### src/rtl/light_monitor.sv
`default_nettype none
// +--------------------------------------------------------------------------+
// | light_monitor                                                            |
// | Watches a four-head RGB traffic light, decodes its color and flags       |
// | illegal colors, head mismatches, bad sequences and off-interval phases.  |
// | Revision: 1.0                                                            |
// +--------------------------------------------------------------------------+
module light_monitor #(
    parameter int unsigned C_INT_RED    = 10,
    parameter int unsigned C_INT_GREEN  = 10,
    parameter int unsigned C_INT_YELLOW = 2,
    parameter int unsigned C_INT_WALK   = 5,
    parameter logic [11:0] C_COLORS     = 12'b100_010_110_111
) (
    input  logic        clk,
    input  logic        rstb,
    input  logic        blink,
    input  logic        inMode,
    input  logic        inClear,
    input  logic [11:0] inLED,
    output logic [1:0]  outState,
    output logic        outValid,
    output logic        outFault,
    output logic [2:0]  outFaultCode,
    output logic [7:0]  outBlinks
);

    localparam logic [2:0] C_FC_NONE     = 3'd0;
    localparam logic [2:0] C_FC_ILLEGAL  = 3'd1;
    localparam logic [2:0] C_FC_MISMATCH = 3'd2;
    localparam logic [2:0] C_FC_TRANS    = 3'd3;
    localparam logic [2:0] C_FC_SHORT    = 3'd4;
    localparam logic [2:0] C_FC_LONG     = 3'd5;

    localparam logic [1:0] C_ST_RED    = 2'd0;
    localparam logic [1:0] C_ST_GREEN  = 2'd1;
    localparam logic [1:0] C_ST_YELLOW = 2'd2;
    localparam logic [1:0] C_ST_WALK   = 2'd3;

    localparam logic [7:0] C_N_RED    = 8'(C_INT_RED);
    localparam logic [7:0] C_N_GREEN  = 8'(C_INT_GREEN);
    localparam logic [7:0] C_N_YELLOW = 8'(C_INT_YELLOW);
    localparam logic [7:0] C_N_WALK   = 8'(C_INT_WALK);

    typedef enum logic [1:0] {
        ST_IDLE  = 2'd0,
        ST_TRACK = 2'd1,
        ST_FAULT = 2'd2
    } fsm_t;

    function automatic logic [7:0] interval_of(input logic [1:0] s);
        logic [7:0] n;
        case (s)
            C_ST_RED:    n = C_N_RED;
            C_ST_GREEN:  n = C_N_GREEN;
            C_ST_YELLOW: n = C_N_YELLOW;
            default:     n = C_N_WALK;
        endcase
        return n;
    endfunction

    function automatic logic step_allowed(input logic [1:0] from, input logic [1:0] to);
        logic ok;
        case (from)
            C_ST_RED:    ok = (to == C_ST_GREEN);
            C_ST_GREEN:  ok = (to == C_ST_YELLOW);
            C_ST_YELLOW: ok = (to == C_ST_RED) || (to == C_ST_WALK);
            default:     ok = (to == C_ST_RED);
        endcase
        return ok;
    endfunction

    logic [11:0] led_q, led_d;
    logic        blink_q, blink_d;
    logic        blink_prev_q, blink_prev_d;
    fsm_t        fsm_q, fsm_d;
    logic [1:0]  state_q, state_d;
    logic        valid_q, valid_d;
    logic        fault_q, fault_d;
    logic [2:0]  code_q, code_d;
    logic [7:0]  blinks_q, blinks_d;

    logic        dec_legal;
    logic [1:0]  dec_state;
    logic [2:0]  dec_code;
    logic        blink_edge;
    logic [7:0]  blinks_eff;
    logic [7:0]  cur_n;
    logic [2:0]  cause;

    // Color decode works only on the registered LED copy.
    always_comb begin
        dec_legal = 1'b0;
        dec_state = C_ST_RED;
        dec_code  = C_FC_NONE;
        if ((led_q[11:9] != led_q[2:0]) || (led_q[8:6] != led_q[2:0]) ||
            (led_q[5:3] != led_q[2:0])) begin
            dec_code = C_FC_MISMATCH;
        end else if (led_q[2:0] == 3'b000) begin
            dec_code = C_FC_ILLEGAL;
        end else if (led_q[2:0] == C_COLORS[11:9]) begin
            dec_legal = 1'b1;
            dec_state = C_ST_RED;
        end else if (led_q[2:0] == C_COLORS[8:6]) begin
            dec_legal = 1'b1;
            dec_state = C_ST_GREEN;
        end else if (led_q[2:0] == C_COLORS[5:3]) begin
            dec_legal = 1'b1;
            dec_state = C_ST_YELLOW;
        end else if (led_q[2:0] == C_COLORS[2:0]) begin
            dec_legal = 1'b1;
            dec_state = C_ST_WALK;
        end else begin
            dec_code = C_FC_ILLEGAL;
        end
    end

    always_comb begin
        led_d        = inLED;
        blink_d      = blink;
        blink_prev_d = blink_q;

        blink_edge = blink_q & ~blink_prev_q;
        if (blink_edge && (blinks_q != 8'hFF)) begin
            blinks_eff = blinks_q + 8'd1;
        end else begin
            blinks_eff = blinks_q;
        end
        cur_n = interval_of(state_q);

        state_d  = dec_legal ? dec_state : state_q;
        valid_d  = dec_legal;
        fsm_d    = fsm_q;
        fault_d  = fault_q;
        code_d   = code_q;
        blinks_d = blinks_q;
        cause    = C_FC_NONE;

        if (inMode) begin
            fsm_d    = ST_IDLE;
            blinks_d = 8'd0;
        end else begin
            case (fsm_q)
                ST_IDLE: begin
                    blinks_d = 8'd0;
                    if (dec_legal) begin
                        fsm_d = ST_TRACK;
                    end
                end
                ST_TRACK: begin
                    // A coincident blink edge is credited to the state being left.
                    blinks_d = blinks_eff;
                    if (!dec_legal) begin
                        cause = dec_code;
                    end else if (dec_state != state_q) begin
                        blinks_d = 8'd0;
                        if (!step_allowed(state_q, dec_state)) begin
                            cause = C_FC_TRANS;
                        end else if (blinks_eff < (cur_n - 8'd1)) begin
                            cause = C_FC_SHORT;
                        end
                    end else if (blinks_eff > (cur_n + 8'd1)) begin
                        cause = C_FC_LONG;
                    end
                    if (cause != C_FC_NONE) begin
                        fsm_d = ST_FAULT;
                        if (!fault_q) begin
                            fault_d = 1'b1;
                            code_d  = cause;
                        end
                    end
                end
                ST_FAULT: begin
                    if (inClear) begin
                        fsm_d    = ST_IDLE;
                        fault_d  = 1'b0;
                        code_d   = C_FC_NONE;
                        blinks_d = 8'd0;
                    end
                end
                default: begin
                    fsm_d = ST_IDLE;
                end
            endcase
        end
    end

    always_ff @(posedge clk or negedge rstb) begin
        if (!rstb) begin
            led_q        <= 12'd0;
            blink_q      <= 1'b0;
            blink_prev_q <= 1'b0;
            fsm_q        <= ST_IDLE;
            state_q      <= C_ST_RED;
            valid_q      <= 1'b0;
            fault_q      <= 1'b0;
            code_q       <= C_FC_NONE;
            blinks_q     <= 8'd0;
        end else begin
            led_q        <= led_d;
            blink_q      <= blink_d;
            blink_prev_q <= blink_prev_d;
            fsm_q        <= fsm_d;
            state_q      <= state_d;
            valid_q      <= valid_d;
            fault_q      <= fault_d;
            code_q       <= code_d;
            blinks_q     <= blinks_d;
        end
    end

    assign outState     = state_q;
    assign outValid     = valid_q;
    assign outFault     = fault_q;
    assign outFaultCode = code_q;
    assign outBlinks    = blinks_q;

endmodule
`default_nettype wire

### config.mk
export PLATFORM = sky130hd
export DESIGN_NAME = light_monitor
export DESIGN_NICKNAME = d
export VERILOG_FILES = /design/src/rtl/light_monitor.sv
export SDC_FILE = /design/constraint.sdc
export NUM_CORES = 1
export LEC_CHECK = 0
export CORE_MARGIN = 2
export CORE_UTILIZATION = 35
export DETAILED_ROUTE_END_ITERATION = 7
export PLACE_DENSITY_LB_ADDON = 0.3
export SLEW_MARGIN = 20
export SYNTH_ARGS = -nofsm -noshare
export SYNTH_HDL_FRONTEND = slang
export SYNTH_SLANG_ARGS = --single-unit
### constraint.sdc
create_clock -name clk -period 4.6 [get_ports clk]
set_input_delay 0.92 -clock clk [delete_from_list [all_inputs] [get_ports clk]]
set_output_delay 0.92 -clock clk [all_outputs]
set_load 0.05 [all_outputs]
==> qor.yml, run 1 <==
grt.total_usage_pct: 14.3
clock_skew_ns: 0.00999
final_core_util_pct: 45.9
cts_setup_buffers: 0
io_pins: 32
grt_first_pass_wirelength_um: 6820
vias: 1584
leakage_nw: 0.914
ys_top_cells_by_area: "dfrtp_1, ha_1, nand2_1"
p_per_area_nw_per_um2: 275
cts-root-buf: "clkbuf_8"
hp-class: "reg2reg"
min_path_cells: 0
place_ws_ns: 0.426
syn-instance-count: 193
synth_top_area_cell: "dfrtp_1"
hpwlAfterDp_um: 2910
post_drt_wl_per_cell_um: 13.4
ys_types: 56
criticalPathCategory: "reg2reg"
vdd_drop_max_uv: 204
htree_levels: 2
worstSetupStartpointType: "flop"
cts_buffers: 5
synth-edff-count: 0
period_share_pct: 91.7
cts-resized-gates: 0
avgSynthCellArea_um2: 9.66
place_congestion: 0.821
r2r_cells: 14
antenna_cells: 0
setup_tns_ns: 0
die_area_um2: 5930
ys_seq_area_share_pct: 41.6
grt_antenna_before_repair: 0
dieHeight_um: 77.0
multi_input_area_um2: 1040
drc_errors: 0
cts_tree: "yes"
syn-num-nets: 219
initial_utilization_pct: 36.3
core_area_um2: 5140
maxSlewHeadroom_pct: 52.6
fillers: 544
fmax_mhz: 237
synth_area_um2: 1860
path_max_fanout: 13
fp-row-count: 26
overflow: 0
wl_um: 3990
insertion_delay_ns: 0.29
final_antenna_net_count: 0
ff_latch_area_um2: 776
setup_viol: 0
firstDrtPassIters: 5
wl_met1_um: 1940
max_cap_violations: 0
top_layer: "met4"
fin_ws_ns: 0.381
crit_required_ns: 4.78
rsz0062_at_grt: "false"
grt_pass1_vias: 1463
yosysTopAreaCellShare_pct: 41.6
drive_above_1_share_pct: 10.1
hold_viol: 0
synth-main-ff-cell: "dfrtp_1"
cp.arrival_ns: 4.40
status: "finished clean"
numPortBuffers: 31
grt_max_degree: 32
period_needed_ns: 4.22
die_w_um: 77.0
cts_sinks: 31
path_clk_slew_ns: 0.07
viasPerCell: 5.32
async_flop_share_pct: 100
wl_met2_um: 1770
area_growth_pct: 26.5
wl_met3_um: 185
holdBufCountCts: 0
fin_nets: 253
ys_seq_elements: 31
clock_path_buffers: 2
drt_iter0_markers: 146
yosys_warnings: 0
tightestPinTransition_ns: 0.711
drv_slew: 0
critPathCaptureType: "flop"
## sequential cells by signal (all words and copies together) (netlist names), 2 cells and up
signal,flops
led_q,12
outBlinks,8
outFaultCode,3
fsm_q,2
outState,2
## synth_stat cells, types with 2 or more instances
cell type and instances:
a21oi_2 2, clkbuf_1 6, dfrtp_1 31, a22o_1 3
o21a_1 2, o211ai_1 3, and3_1 2, nand3b_1 3
or4_1 4, nand2_1 23, xnor2_1 4, nand2b_1 2
a21oi_1 10, nor2b_1 4, nor2_1 14, ha_1 9
or3_1 2, o31ai_1 2, nor3_1 2, o21ai_0 10
nand3_1 5, inv_1 8, mux2i_1 4, nand4_1 5
and2_1 2
## logic make-up after synthesis
group | Yosys count | share of synthesized area [%]
AO/OA/AOI/OAI | 52 | 21.0
XOR/XNOR | 4 | 1.88
adder cells (fa/ha/maj) | 9 | 6.04
buffers and inverters | 14 | 2.82
flip-flops | 31 | 41.6
multiplexers | 5 | 2.95
AND/OR/NAND/NOR | 78 | 23.7
## layout by cell type, fill, tap and decap left out, drive strengths merged, types with 2 or more instances in the layout
| cell | synthesis | routed |
|---|---|---|
| nor2 | 15 | 15 |
| nand4 | 5 | 5 |
| o31ai | 2 | 2 |
| or3 | 3 | 3 |
| clkdlybuf4s50 | 0 | 31 |
| inv | 8 | 8 |
| nor2b | 4 | 4 |
| a21oi | 12 | 12 |
| nand2 | 23 | 23 |
| dfrtp | 31 | 31 |
| clkbuf | 6 | 7 |
| mux2i | 4 | 4 |
| nand3b | 3 | 3 |
| and2 | 2 | 2 |
| a22o | 3 | 3 |
| buf | 0 | 2 |
| o211ai | 3 | 3 |
| nand3 | 5 | 5 |
| or4 | 4 | 4 |
| o21a | 2 | 2 |
| xnor2 | 4 | 4 |
| nor3 | 3 | 3 |
| and3 | 2 | 2 |
| ha | 9 | 9 |
| o21ai | 12 | 12 |
| nand2b | 2 | 2 |
## cell type report
cell class	count	share of cell area, %
repair buffers	33	13.8
flip-flops and latches	31	32.9
well taps	70	3.71
clock inverters	1	0.318
clock buffers	7	4.08
multi-input cells	148	43.9
inverters	8	1.27
## critical path, stage by stage, from the launching register on
cell and delay (ns):
dfrtp_1 0.51, or4_1 0.57, a222oi_1 0.36, buf_4 0.19, and2_1 0.17, o21ai_0 0.13
ha_1 0.35, or2_2 0.30, a41oi_1 0.19, o22ai_1 0.11, a211o_1 0.32, or3_4 0.36
nor3_4 0.20, nor2_2 0.06, mux2_4 0.29
## per-stage QoR
stage	hold slack, ns	instance area [um2]	total power [mW]	instances
6_report	0.449	2360	0.649	298
5_1_grt	0.476	2360	0.678	298
4_1_cts	0.455	2360	0.659	298
3_5_place_dp	0.438	2250	0.414	290
3_3_place_gp	0.425	2250	0.414	290
2_1_floorplan	0.387	1860	0.369	193
## routing by layer
metal / vias up / track usage, %
li1: 782 / -
met1: 753 / 19.8
met2: 41 / 21.2
met3: 8 / 3.18
met4: 0 / 6.43
met5: - / 0
## final timing paths
check                           slack (ns)         endpoint         start
worst max-delay path                  0.38  outFaultCode[0]      led_q[2]
worst min-delay path                  0.45     blink_prev_q  blink_prev_d
worst max register to register        0.38  outFaultCode[0]      led_q[2]
worst min register to register        0.45     blink_prev_q  blink_prev_d
max in group asynchronous             3.29     outBlinks[7]          rstb
min in group asynchronous             1.02         led_q[8]          rstb
## report_power, final
| part | switching (mW) | internal (mW) |
|---|---|---|
| clock | 0.104 | 0.136 |
| sequential | 0.0142 | 0.288 |
| combinational | 0.0623 | 0.0450 |
No activity file was read; power rests on OpenSTA's default activity.
==> run 2: changes to the inputs <==
- PLACE_DENSITY: default -> 0.59
- PLACE_DENSITY_LB_ADDON: 0.3 -> default
- REMOVE_ABC_BUFFERS: default -> 1
==> qor.yml, run 2 (synthesis results as in run 1) <==
critPathCaptureType: "flop"  # unchanged
swShare_pct: 26.1  # was 27.8%
critPathMaxStageDelay_ns: 0.58  # was 0.57 ns
drive_above_1_share_pct: 10.1  # unchanged
power_frac_clock_pct: 40.5  # was 36.9%
period_needed_ns: 4.19  # was 4.22 ns
worstPathCellList: "or4_1 -> a222oi_1 -> buf_4 -> and2_1 -> o21ai_0 -> ha_1 -> or2_2 -> a41oi_1 -> o22ai_1 -> a211o_1 -> or3_4 -> nor3_4 -> nor2_2 -> mux2_4"  # unchanged
firstDrtPassIters: 4  # was 5
place_congestion: 0.801  # was 0.821
final_area_um2: 2370  # was 2360 um2
hpwlAfterDp_um: 3020  # was 2910 um
cts-root-buf: "clkbuf_8"  # unchanged
antenna_cells: 0  # unchanged
largest_register_ffs: 12  # unchanged
dieHeight_um: 77.0  # unchanged
fmax_mhz: 239  # was 237 MHz
pwr-share-seq_pct: 43.9  # was 46.5%
io_pins: 32  # unchanged
path_buf_inv: 1  # unchanged
drc_errors: 0  # unchanged
worstSetupEndpoint: "outFaultCode[0]"  # unchanged
fin_nets: 253  # unchanged
critical_path.startpoint: "led_q[2]"  # unchanged
cts-resized-gates: 0  # unchanged
r2r_cells: 14  # unchanged
period_share_pct: 91.1  # was 91.7%
status: "finished clean"  # unchanged
initial_utilization_pct: 36.3  # unchanged
path_delay_family: "simple AND/OR/NAND/NOR gates"  # unchanged
post_drt_wl_per_cell_um: 13.6  # was 13.4 um
cts_setup_buffers: 0  # unchanged
setup_viol: 0  # unchanged
drv_slew: 0  # unchanged
overflow: 0  # unchanged
p_int_mw: 0.508  # was 0.469 mW
tightestPinTransition_ns: 0.729  # was 0.711 ns
max_cap_violations: 0  # unchanged
regMostFlops: "led_q"  # unchanged
area_growth_pct: 27.2  # was 26.5%
numPortBuffers: 31  # unchanged
hold_viol: 0  # unchanged
final_antenna_net_count: 0  # unchanged
grt_max_degree: 32  # unchanged
vdd_drop_max_uv: 170  # was 204 uV
clock_skew_ns: 0.00393  # was 0.00999 ns
grt_pass1_vias: 1478  # was 1463
grt_antenna_before_repair: 0  # unchanged
path_max_fanout: 13  # unchanged
place_area_um2: 2250  # unchanged
combinationalPowerShare_pct: 15.6  # was 16.5%
cp.arrival_ns: 4.36  # was 4.40 ns
core_area_um2: 5140  # unchanged
hp-class: "reg2reg"  # unchanged
cts_buffers: 5  # unchanged
htree_levels: 2  # unchanged
leakage_nw: 0.924  # was 0.914 nW
criticalPathCategory: "reg2reg"  # unchanged
fp-row-count: 26  # unchanged
crit_required_ns: 4.77  # was 4.78 ns
worstSetupStartpointType: "flop"  # unchanged
drt_iter0_markers: 121  # was 146
path_clk_slew_ns: 0.07  # about the same
most-common-layout-cells: "dfrtp_1, clkdlybuf4s50_1, nand2_1"  # unchanged
critical_path_cell_count: 14  # unchanged
reg2reg_to: "outFaultCode[0]"  # unchanged
clock_path_buffers: 2  # unchanged
die_area_um2: 5930  # unchanged
insertion_delay_ns: 0.28  # was 0.29 ns
grt.total_usage_pct: 15.0  # was 14.3%
p_per_area_nw_per_um2: 290  # was 275 nW/um2
r2r_slack_ns: 0.41  # was 0.38 ns
cts_tree: "yes"  # unchanged
cts_sinks: 31  # unchanged
rsz0062_at_grt: "false"  # unchanged
maxSlewHeadroom_pct: 51.4  # was 52.6%
r2r_start: "led_q[2]"  # unchanged
vias: 1562  # was 1584
slowest_stage: "or4_1"  # unchanged
wl_um: 4060  # was 3990 um
viasPerCell: 5.24  # was 5.32
die_w_um: 77.0  # unchanged
setup_tns_ns: 0  # unchanged
grt_first_pass_wirelength_um: 7050  # was 6820 um
holdBufCountCts: 0  # unchanged
p_switching_mw: 0.180  # about the same
==> run 2: cell count changes in the layout (fill, tap and decap cells not counted) <==
cell and delta:
bufinv_16 +1, clkbuf_8 -1, clkinv_2 +1, clkinvlp_4 -1
==> run 2: per-stage QoR <==
step	utilization (%)	setup WS, ns	power [mW]	hold WS, ns	instances
after detailed placement	43.9	0.441	0.415	0.433	290
after global placement	43.9	0.510	0.415	0.431	290
final	46.2	0.411	0.688	0.438	298
after floorplan	-	0.604	0.368	0.387	187
after CTS	46.2	0.412	0.695	0.449	298
after global routing	46.2	0.170	0.721	0.458	298
==> run 2: routing by layer <==
metal	GRT usage (%)	vias up	wire, um
met2	21.1	30	1740
met5	0	-	0
met3	3.53	6	167
met1	21.9	749	2080
li1	-	777	-
met4	6.25	0	74
==> run 2: cell type report <==
type	count	area [um2]
inverters	8	30.0
flip-flops and latches	31	776
clock inverters	2	35.0
multi-input cells	148	1040
well taps	70	87.6
clock buffers	6	82.6
fillers	517	2770
repair buffers	33	325
==> run 2: worst min path at each step <==
stage	start	end	depth (start not counted)
2_1_floorplan	blink_prev_d	blink_prev_q	0
3_3_place_gp	blink_prev_d	blink_prev_q	0
3_5_place_dp	blink_prev_d	blink_prev_q	0
4_1_cts	blink_prev_d	blink_prev_q	0
5_1_grt	blink_prev_d	blink_prev_q	0
6_report	blink_prev_d	blink_prev_q	0
==> run 2: power by group through the flow <==
stage / clock [mW] / combinational, mW / sequential [mW]
after floorplan: 0 / 0.0349 / 0.333
after global placement: 0 / 0.108 / 0.307
after detailed placement: 0 / 0.108 / 0.307
after CTS: 0.284 / 0.109 / 0.302
after global routing: 0.300 / 0.116 / 0.305
final: 0.278 / 0.107 / 0.302
==> run 3: changes to the inputs <==
- SLEW_MARGIN: 20 -> default
==> results of run 3 <==
The final DEF is identical to that of run 2; final timing and power are the same.
